File: src/rtl/traffic_ctrl_n.sv
// traffic_ctrl_n: N-way traffic-light sequencer with a one-second tick prescaler,
// hold/freeze input and status outputs.
// Optional build macro DEMAND_SKIP_EN adds the req input. The controller then serves
// only directions with demand and skips the others. Without the macro it runs a fixed
// round-robin.
//
// state      | meaning
// -----------+--------------------------------------------------------------
// ST_STARTUP | all approaches yellow after reset
// ST_GREEN   | direction dir_q green, all others red
// ST_YELLOW  | dir_q (outgoing) and nxt_q (incoming) yellow, others red
// 2'b11      | unreachable; recovers to ST_STARTUP with all lights red
module traffic_ctrl_n #(
  parameter int NUM_DIR     = 4,
  parameter int TICK_DIV    = 50000000,
  parameter int GREEN_SEC   = 5,
  parameter int YELLOW_SEC  = 1,
  parameter int STARTUP_SEC = 1
) (
  input  logic                 clk,
  input  logic                 reset,
  input  logic                 hold,
`ifdef DEMAND_SKIP_EN
  input  logic [NUM_DIR-1:0]   req,
`endif
  output logic [2*NUM_DIR-1:0] lights,
  output logic [2:0]           active_dir,
  output logic [1:0]           phase,
  output logic                 sec_tick
);

  localparam int PRE_W = (TICK_DIV > 1) ? $clog2(TICK_DIV) : 1;
  localparam logic [PRE_W-1:0] PRE_TOP = PRE_W'(TICK_DIV - 1);

  typedef enum logic [1:0] {
    ST_STARTUP = 2'b00,
    ST_GREEN   = 2'b01,
    ST_YELLOW  = 2'b10
  } state_t;

  state_t                 state_q, state_d;
  logic [PRE_W-1:0]       pre_q, pre_d;
  logic [31:0]            sec_q, sec_d;
  logic [31:0]            dur;
  logic [2:0]             dir_q, dir_d;
  logic [2:0]             nxt_q, nxt_d;
  logic [2*NUM_DIR-1:0]   lights_d;
  logic                   last_sec;
  logic                   has_other;
  logic [2:0]             serve;

  function automatic logic [2:0] succ(input logic [2:0] d);
    return (int'(d) >= NUM_DIR - 1) ? 3'd0 : d + 3'd1;
  endfunction

  // Tick is consumed only while running; hold masks it.
  assign sec_tick   = (pre_q == PRE_TOP) && !hold;
  assign active_dir = dir_q;
  assign phase      = 2'(state_q);

  // Choose the direction to serve after the current green.
  always_comb begin
    has_other = 1'b1;
    serve     = succ(dir_q);
`ifdef DEMAND_SKIP_EN
    has_other = 1'b0;
    serve     = dir_q;
    for (int k = 1; k < NUM_DIR; k++) begin
      if (!has_other && req[(int'(dir_q) + k) % NUM_DIR]) begin
        has_other = 1'b1;
        serve     = 3'((int'(dir_q) + k) % NUM_DIR);
      end
    end
`endif
  end

  // Next-state, counter and light computation.
  always_comb begin
    state_d  = state_q;
    pre_d    = pre_q;
    sec_d    = sec_q;
    dir_d    = dir_q;
    nxt_d    = nxt_q;
    lights_d = lights;
    dur      = 32'(STARTUP_SEC);
    case (state_q)
      ST_GREEN:  dur = 32'(GREEN_SEC);
      ST_YELLOW: dur = 32'(YELLOW_SEC);
      default:   dur = 32'(STARTUP_SEC);
    endcase
    last_sec = sec_tick && (sec_q == dur - 32'd1);

    if (state_q != ST_STARTUP && state_q != ST_GREEN && state_q != ST_YELLOW) begin
      // Corrupted encoding: restart cleanly, show red for one cycle.
      state_d  = ST_STARTUP;
      pre_d    = '0;
      sec_d    = '0;
      dir_d    = 3'd0;
      nxt_d    = 3'd0;
      lights_d = '0;
    end else if (!hold) begin
      pre_d = (pre_q == PRE_TOP) ? '0 : pre_q + PRE_W'(1);
      if (sec_tick) sec_d = last_sec ? 32'd0 : sec_q + 32'd1;
      if (last_sec) begin
        case (state_q)
          ST_STARTUP: begin
            state_d = ST_GREEN;
            dir_d   = 3'd0;
          end
          ST_GREEN: begin
            if (has_other) begin
              state_d = ST_YELLOW;
              nxt_d   = serve;
            end
          end
          default: begin
            state_d = ST_GREEN;
            dir_d   = nxt_q;
          end
        endcase
      end
      for (int i = 0; i < NUM_DIR; i++) begin
        case (state_d)
          ST_STARTUP: lights_d[2*(NUM_DIR-i)-1 -: 2] = 2'b01;
          ST_GREEN:   lights_d[2*(NUM_DIR-i)-1 -: 2] = (3'(i) == dir_d) ? 2'b10 : 2'b00;
          default:    lights_d[2*(NUM_DIR-i)-1 -: 2] =
                        (3'(i) == dir_d || 3'(i) == nxt_d) ? 2'b01 : 2'b00;
        endcase
      end
    end
  end

  // State and output registers; reset wins over hold.
  always_ff @(posedge clk) begin
    if (reset) begin
      state_q <= ST_STARTUP;
      pre_q   <= '0;
      sec_q   <= '0;
      dir_q   <= 3'd0;
      nxt_q   <= 3'd0;
      lights  <= {NUM_DIR{2'b01}};
    end else begin
      state_q <= state_d;
      pre_q   <= pre_d;
      sec_q   <= sec_d;
      dir_q   <= dir_d;
      nxt_q   <= nxt_d;
      lights  <= lights_d;
    end
  end

endmodule

File: config.mk
export PLATFORM = sky130hd
export DESIGN_NAME = traffic_ctrl_n
export DESIGN_NICKNAME = d
export VERILOG_FILES = /design/src/rtl/traffic_ctrl_n.sv
export SDC_FILE = /design/constraint.sdc
export NUM_CORES = 1
export LEC_CHECK = 0
export CAP_MARGIN = 20
export CORE_MARGIN = 2
export CORE_UTILIZATION = 54
export CTS_CLUSTER_DIAMETER = 30
export DETAILED_ROUTE_END_ITERATION = 10
export GPL_ROUTABILITY_DRIVEN = 0
export PLACE_DENSITY_LB_ADDON = 0.12
export SLEW_MARGIN = 25
export SYNTH_ARGS = -nofsm -noshare
export SYNTH_HDL_FRONTEND = slang
export SYNTH_SLANG_ARGS = --single-unit
File: constraint.sdc
create_clock -name clk -period 2.5 [get_ports clk]
set_clock_uncertainty 0.2 [all_clocks]
set_input_delay 0.625 -clock clk [delete_from_list [all_inputs] [get_ports clk]]
set_output_delay 0.625 -clock clk [all_outputs]
set_load 0.01 [all_outputs]
After elaboration in Yosys (flattened, before gate mapping)
Index checks and enable logic that the tools add are counted.
Cells by class
  muxes and demuxes: 30
  magnitude comparators: 1
  reduce and logical (&&, ||, !) cells: 16
  shift-type cells: 0
  multipliers: 0
  $add $sub $neg: 4
  bitwise logic cells: 1
  eq/ne operators: 13
  div/mod/pow operators: 0
Operators with widths (count)
  $add 32x1->32 const B: 1
  $eq 32x32->1: 1
  $mux 32: 1
  $sub 32x1->32 const B: 1
  $mux 3: 9
  $add 26x1->26 const B: 1
  $eq 26x26->1 const B: 1
  $mux 26: 1
  $mux 2: 8
  $pmux 2 s2: 4
  $mux 7: 2
  $eq 2x3->1 const A: 4
  $eq 1x3->1 const A: 2
  $logic_not 3->1: 2
  $pmux 3 s2: 1
  $eq 2x1->1 const B: 2
  $logic_and 1x1->1: 4
  $logic_not 2->1: 2
  $logic_or 1x1->1: 4
  $mux 1: 4
  $ne 2x1->1 const B: 2
  $add 3x1->3 const B: 1
  $ge 3x2->1 const B: 1
  $ne 2x2->1 const B: 1
  other kinds (5): 5
Storage, ports and cells
  memories: 0
  memory bits (writable): 0
  register bits after elaboration: 74
  output and inout port bits: 14
  logic and storage cells: 72
  bits in latches: 0
  bits in read-only memories: 0
  input bits: 3

Depth between registers and ports, before layout
  depth in word-level cells: 14
  depth in mapped cells: 9

Worst setup path before layout
No wires, ideal clock.
  path type: input port to flip-flop
  start point: in hold
  end point: reg lights[4]
  setup slack: -115 ps
  library setup time: 122 ps
  data required time: 2178 ps
  arrival: 2293 ps
  stages on the path: 8
  path through: nand4b_1 -> nor2_1 -> and3_1 -> buf_2 -> and4b_4 -> a21o_2 -> o32ai_1 -> a221o_1
On the way
  cells in the longest elaborated chain, start to end: 12
  elaborated cells between the ends (all ways): 22
RTL lines
  from (decl): RTL line 22  | input logic hold,
  $logic_not 1->1 (*)
  $logic_and 1x1->1 (*): RTL line 57  | assign sec_tick = (pre_q == PRE_TOP) && !hold;
  named net sec_tick: RTL line 29  | output logic sec_tick
  $logic_and 1x1->1 (*): RTL line 91  | last_sec = sec_tick && (sec_q == dur - 32'd1);
  $mux 3: RTL line 104  | if (last_sec) begin
  $mux 3: RTL line 101  | end else if (!hold) begin
  $mux 3: RTL line 93  | if (state_q != ST_STARTUP && state_q != ST_GREEN && state_q != ST_YELLOW) begin
  $eq 1x3->1: RTL line 127  | (3'(i) == dir_d || 3'(i) == nxt_d) ? 2'b01 : 2'b00;
  $logic_or 1x1->1: RTL line 127
  $mux 1: RTL line 127
  $pmux 2 s2 (*): RTL line 123  | case (state_d)
  $mux 7 (*): RTL line 101
  $mux 7 (*): RTL line 93
  to (signal assigned): RTL line 141  | lights <= {NUM_DIR{2'b01}};
  to (signal assigned): RTL line 148  | lights <= lights_d;
  to (decl): RTL line 26  | output logic [2*NUM_DIR-1:0] lights,
The timed path passes the listed nets; every way through them passes the cells marked *. The select of a mux whose other input is x is not followed.
A chain may end at the register's enable or synchronous reset.

Worst setup path in the final report
  start point: reg sec_q[20]
  end point: reg lights[4]
On the way
  cells in the longest elaborated chain, start to end: 11
  elaborated cells between the ends (all ways): 20
RTL lines
  from (decl): RTL line 43  | logic [31:0] sec_q, sec_d;
  from (signal assigned): RTL line 138  | sec_q <= '0;
  from (signal assigned): RTL line 145  | sec_q <= sec_d;
  $eq 32x32->1 (*): RTL line 91
  $logic_and 1x1->1 (*): RTL line 91
  $mux 3: RTL line 104
  $mux 3: RTL line 101
  $mux 3: RTL line 93
  $eq 1x3->1: RTL line 127
  $logic_or 1x1->1: RTL line 127
  $mux 1: RTL line 127
  $pmux 2 s2 (*): RTL line 123
  $mux 7 (*): RTL line 101
  $mux 7 (*): RTL line 93
Mark *: on every way between the ends. The rest lies on a longest branch, timed or not. The select of a mux whose other input is x is not followed.

==> results.md <==
- The post-synth design cell area is 3510 um2.
- The length of the first detailed-routing pass in iterations is 4.
- The areal power density over the cells is 511 nW/um2.
- The clock passes through at most 2 buffers.
- The number of unique standard cell types used by synthesis is 49.
- The static power due to leakage is 1.84 nW.
- The share of post-route cells with drive strength above 1 is 23.0%.
- Synthesis produced a netlist with a net count of 421.
- The detailed router's first-iteration violation count is 143.
- For this run, the register share of the synthesized area comes to 42.2%.
- The maximum ir drop on the vdd rail is 488 uV.
- Max-cap violations in this run came to 0.
- In this run the power spent charging and discharging nets is 0.492 mW.
- The register bit count reported by yosys is 74.
- Relative to the synthesized area, the layout overhead comes to 32.8%.
- The count of nets left with antenna violations once routing finished came out at 0.
- The part of the power in registers is 50.1%.
- In the layout the commonest cells are 83 x sky130_fd_sc_hd__nor2_1, 73 x sky130_fd_sc_hd__dfxtp_1, 63 x sky130_fd_sc_hd__buf_4, 39 x sky130_fd_sc_hd__xor2_1, 35 x sky130_fd_sc_hd__nand2_1.
- The worst path in the final design needs a cycle of 2.52 ns, including I/O delays and setup.
- The total setup violations reported at the end of the flow is 2.
- The share of flip-flops with an asynchronous set or reset is 0%.
- The width of the die is 84.6 um.
- The post-layout total power is 2.38 mW.
- The run finished, with violations left.
- In the post-route analysis, the smallest setup slack over all paths is -0.0207 ns.
- For this run the aggregate overflow at the end of global routing stands at 0.
- The initialized floorplan defines 29 standard-cell rows.
- TritonCTS built the clock tree.
- During synthesis, Yosys emitted a total of 0 warnings.
- Leaving out fill and tap cells, the most frequent cell in the layout is sky130_fd_sc_hd__nor2_1.
- Headroom to the max-slew limit came out at 49.3%.
- The initial core utilization is 55.6%.
- The total negative setup slack is -0.0277 ns.
- Measured along the y axis, the die boundary spans 84.6 um.
- The number of max-slew violations in the final report came to 0.
- The overall via count from detail_route is 3213.
- Entering global routing, the biggest net connects 33 pins.
- The final reports fail on setup timing.
- The core region is 6310 um2.
- The number of vias per cell after detailed routing is 5.56.
- Once layout is complete, the cells apart from fillers number 578.
- Combinational logic burns 3.7% of the power.
- The nature of the critical path endpoint is a flip-flop.
- The first global-routing pass estimated 13400 um of wire.
- At the pin with the least slew margin, the transition time is 0.742 ns.
- The total inserted antenna cells is 0.
- In this run, placement finished with an instance count of 558.
- OpenSTA, run right after detailed placement, puts the worst setup slack at -0.509 ns.
- The kind of critical path is flip-flop to flip-flop.
- The initial antenna violation count was 0.
- The floorplan step defined a die boundary enclosing 7160 um2.
- The cell-internal power is 1.89 mW.
- The post-synthesis area per instance is 8.50 um2.
- The CTS buffer count is 9.
- Data on the critical path is required at its endpoint by 2.54 ns.
- The switching share of power is 20.7%.
- The sum of net half-perimeters after detailed placement is 5360 um.
- The number of synthesized flops with an enable pin is 0.
- The data arrival time at the worst-slack endpoint is 2.56 ns.
- STA classifies the critical path startpoint as a flip-flop.
- For this run, the total global-route usage over all layers was measured as 22.9%.
- The number of top-level design ports is 17.
- The final wirelength is 8250 um.
- The main flop type after synthesis is sky130_fd_sc_hd__dfxtp_1.
- The count of input and output buffers is 16.
- Synthesis produced 413 cells.
- The path class of the tightest hold or removal check is flip-flop to flip-flop.
- The final net count is 504.
- Clock tree synthesis found a total of 74 sinks.
- The root buffer cell chosen for the clock tree is sky130_fd_sc_hd__clkbuf_8.
- The highest clock rate is 397 MHz.
- In the routed design, unresolved DRC markers number 0.
- The later pin in the worst-skew pair is clocked with a latency of 0.35 ns.
- The count of endpoints failing hold in the final timing report was 0.
- After detailed routing, the average wire length per cell comes to 14.3 um.
- The maximum fanout along the worst path is 5.
- Setup repair after global routing could not meet its margin everywhere.
- In this run the number of H-tree levels came out at 3.
- The share of total power dissipated in the clock network is 46.2%.
- The final clock period utilization by the worst path is 101%.
- Clock-pin slew was measured on the worst setup and hold paths at 0.07 ns.
- The via count of the first global-routing pass is 3016.
routing by layer:
metal  global-route usage [%]  share of wire (%)
met3                     6.29                4.6
met4                     8.95                2.7
met5                        0                  0
met2                     37.4                 48
met1                     28.9                 44
power by group through the flow:
stage,combinational [mW],sequential [mW],clock [mW]
2_1_floorplan,0.0459,1.22,0
3_3_place_gp,0.0839,1.22,0
3_5_place_dp,0.0848,1.22,0
4_1_cts,0.0850,1.19,1.12
5_1_grt,0.0955,1.19,1.16
6_report,0.0876,1.19,1.10
sequential cells by signal, indices dropped and copies added, names as in the netlist:
signal      flops
pre_q          26
nxt_q           3
active_dir      3
sec_q          32
lights          8
phase           2
logic make-up (layout without fill, tap and decap cells):
| group | after synthesis | in the layout | synth area share, % |
|---|---|---|---|
| DFF | 74 | 74 | 42.2 |
| AOI/OAI and AO/OA | 34 | 34 | 7.16 |
| xor gates and xnor gates | 57 | 57 | 14.2 |
| and+or+nand+nor | 214 | 214 | 30.5 |
| buffers and inverters | 24 | 112 | 2.74 |
| adders and majority gates | 5 | 5 | 1.78 |
| muxes | 5 | 5 | 1.46 |
stage by stage:
step,hold slack (ns),utilization (%),instance area (um2)
global placement,0.266,67.1,4230
finish,0.290,73.9,4660
global route,0.337,73.9,4660
floorplan,0.261,-,3520
detailed placement,0.273,67.1,4230
CTS,0.292,71.8,4530
what timing repair did:
action / in CTS / in global routing
setup buffers: 2 / 3
endpoints found under the hold margin: 0 / 0
hold buffers: 0 / 0
gates cloned: 0 / 0
pin swaps: 3 / 7
endpoints found under the setup margin: 40 / 42
resized for setup: 15 / 21
final timing paths:
check	start	endpoint	slack, ns	cells past startpoint
setup / recovery	sec_q[20]	lights[4]	-0.02	7
hold reg to reg	lights[4]	lights[4]	0.29	1
hold / removal	lights[4]	lights[4]	0.29	1
setup reg to reg	sec_q[20]	lights[4]	-0.02	7
critical path, cell delays in order, from the launching register on:
cell and delay (ns):
sky130_fd_sc_hd__dfxtp_1 0.32, sky130_fd_sc_hd__or4_4 0.58, sky130_fd_sc_hd__nor4_4 0.27, sky130_fd_sc_hd__buf_4 0.20
sky130_fd_sc_hd__and4b_4 0.31, sky130_fd_sc_hd__a21o_4 0.16, sky130_fd_sc_hd__o32ai_2 0.07, sky130_fd_sc_hd__a221o_1 0.29
synthesized netlist by cell type, types with 2 or more instances:
library cell	n	area (um2)
sky130_fd_sc_hd__buf_2	5	25.0
sky130_fd_sc_hd__a21o_2	2	17.5
sky130_fd_sc_hd__dfxtp_1	74	1480
sky130_fd_sc_hd__and4_1	3	26.3
sky130_fd_sc_hd__nor2_1	84	315
sky130_fd_sc_hd__nor2b_1	5	31.3
sky130_fd_sc_hd__and2_1	3	18.8
sky130_fd_sc_hd__a31o_2	2	17.5
sky130_fd_sc_hd__o221ai_1	2	17.5
sky130_fd_sc_hd__nor3_1	9	45.0
sky130_fd_sc_hd__xnor2_1	18	158
sky130_fd_sc_hd__nand4_1	19	119
sky130_fd_sc_hd__or4_1	2	15.0
sky130_fd_sc_hd__a221o_1	2	20.0
sky130_fd_sc_hd__buf_1	2	7.51
sky130_fd_sc_hd__nor3b_1	2	15.0
sky130_fd_sc_hd__and3_1	8	50.1
sky130_fd_sc_hd__nand3_1	20	100
sky130_fd_sc_hd__nand2_1	36	135
sky130_fd_sc_hd__nor4_1	11	68.8
sky130_fd_sc_hd__ha_1	5	62.6
sky130_fd_sc_hd__inv_1	11	41.3
sky130_fd_sc_hd__nor4b_1	2	17.5
sky130_fd_sc_hd__o32ai_1	2	17.5
sky130_fd_sc_hd__xor2_1	39	342
sky130_fd_sc_hd__nand4b_1	2	17.5
sky130_fd_sc_hd__nor4bb_1	2	20.0
sky130_fd_sc_hd__a21oi_1	6	30.0
sky130_fd_sc_hd__o21ai_0	3	15.0
sky130_fd_sc_hd__mux2i_1	4	40.0
sky130_fd_sc_hd__clkbuf_1	6	22.5
sky130_fd_sc_hd__a31oi_1	5	31.3
layout make-up:
cell class	instances	area (um2)
inverters	11	41.3
repair buffers	85	718
flip-flops and latches	74	1480
well taps	77	96.3
fillers	463	1650
clock inverters	5	103
clock buffers	11	131
multi-input cells	315	2090
No activity file was read; power rests on OpenSTA's default activity.
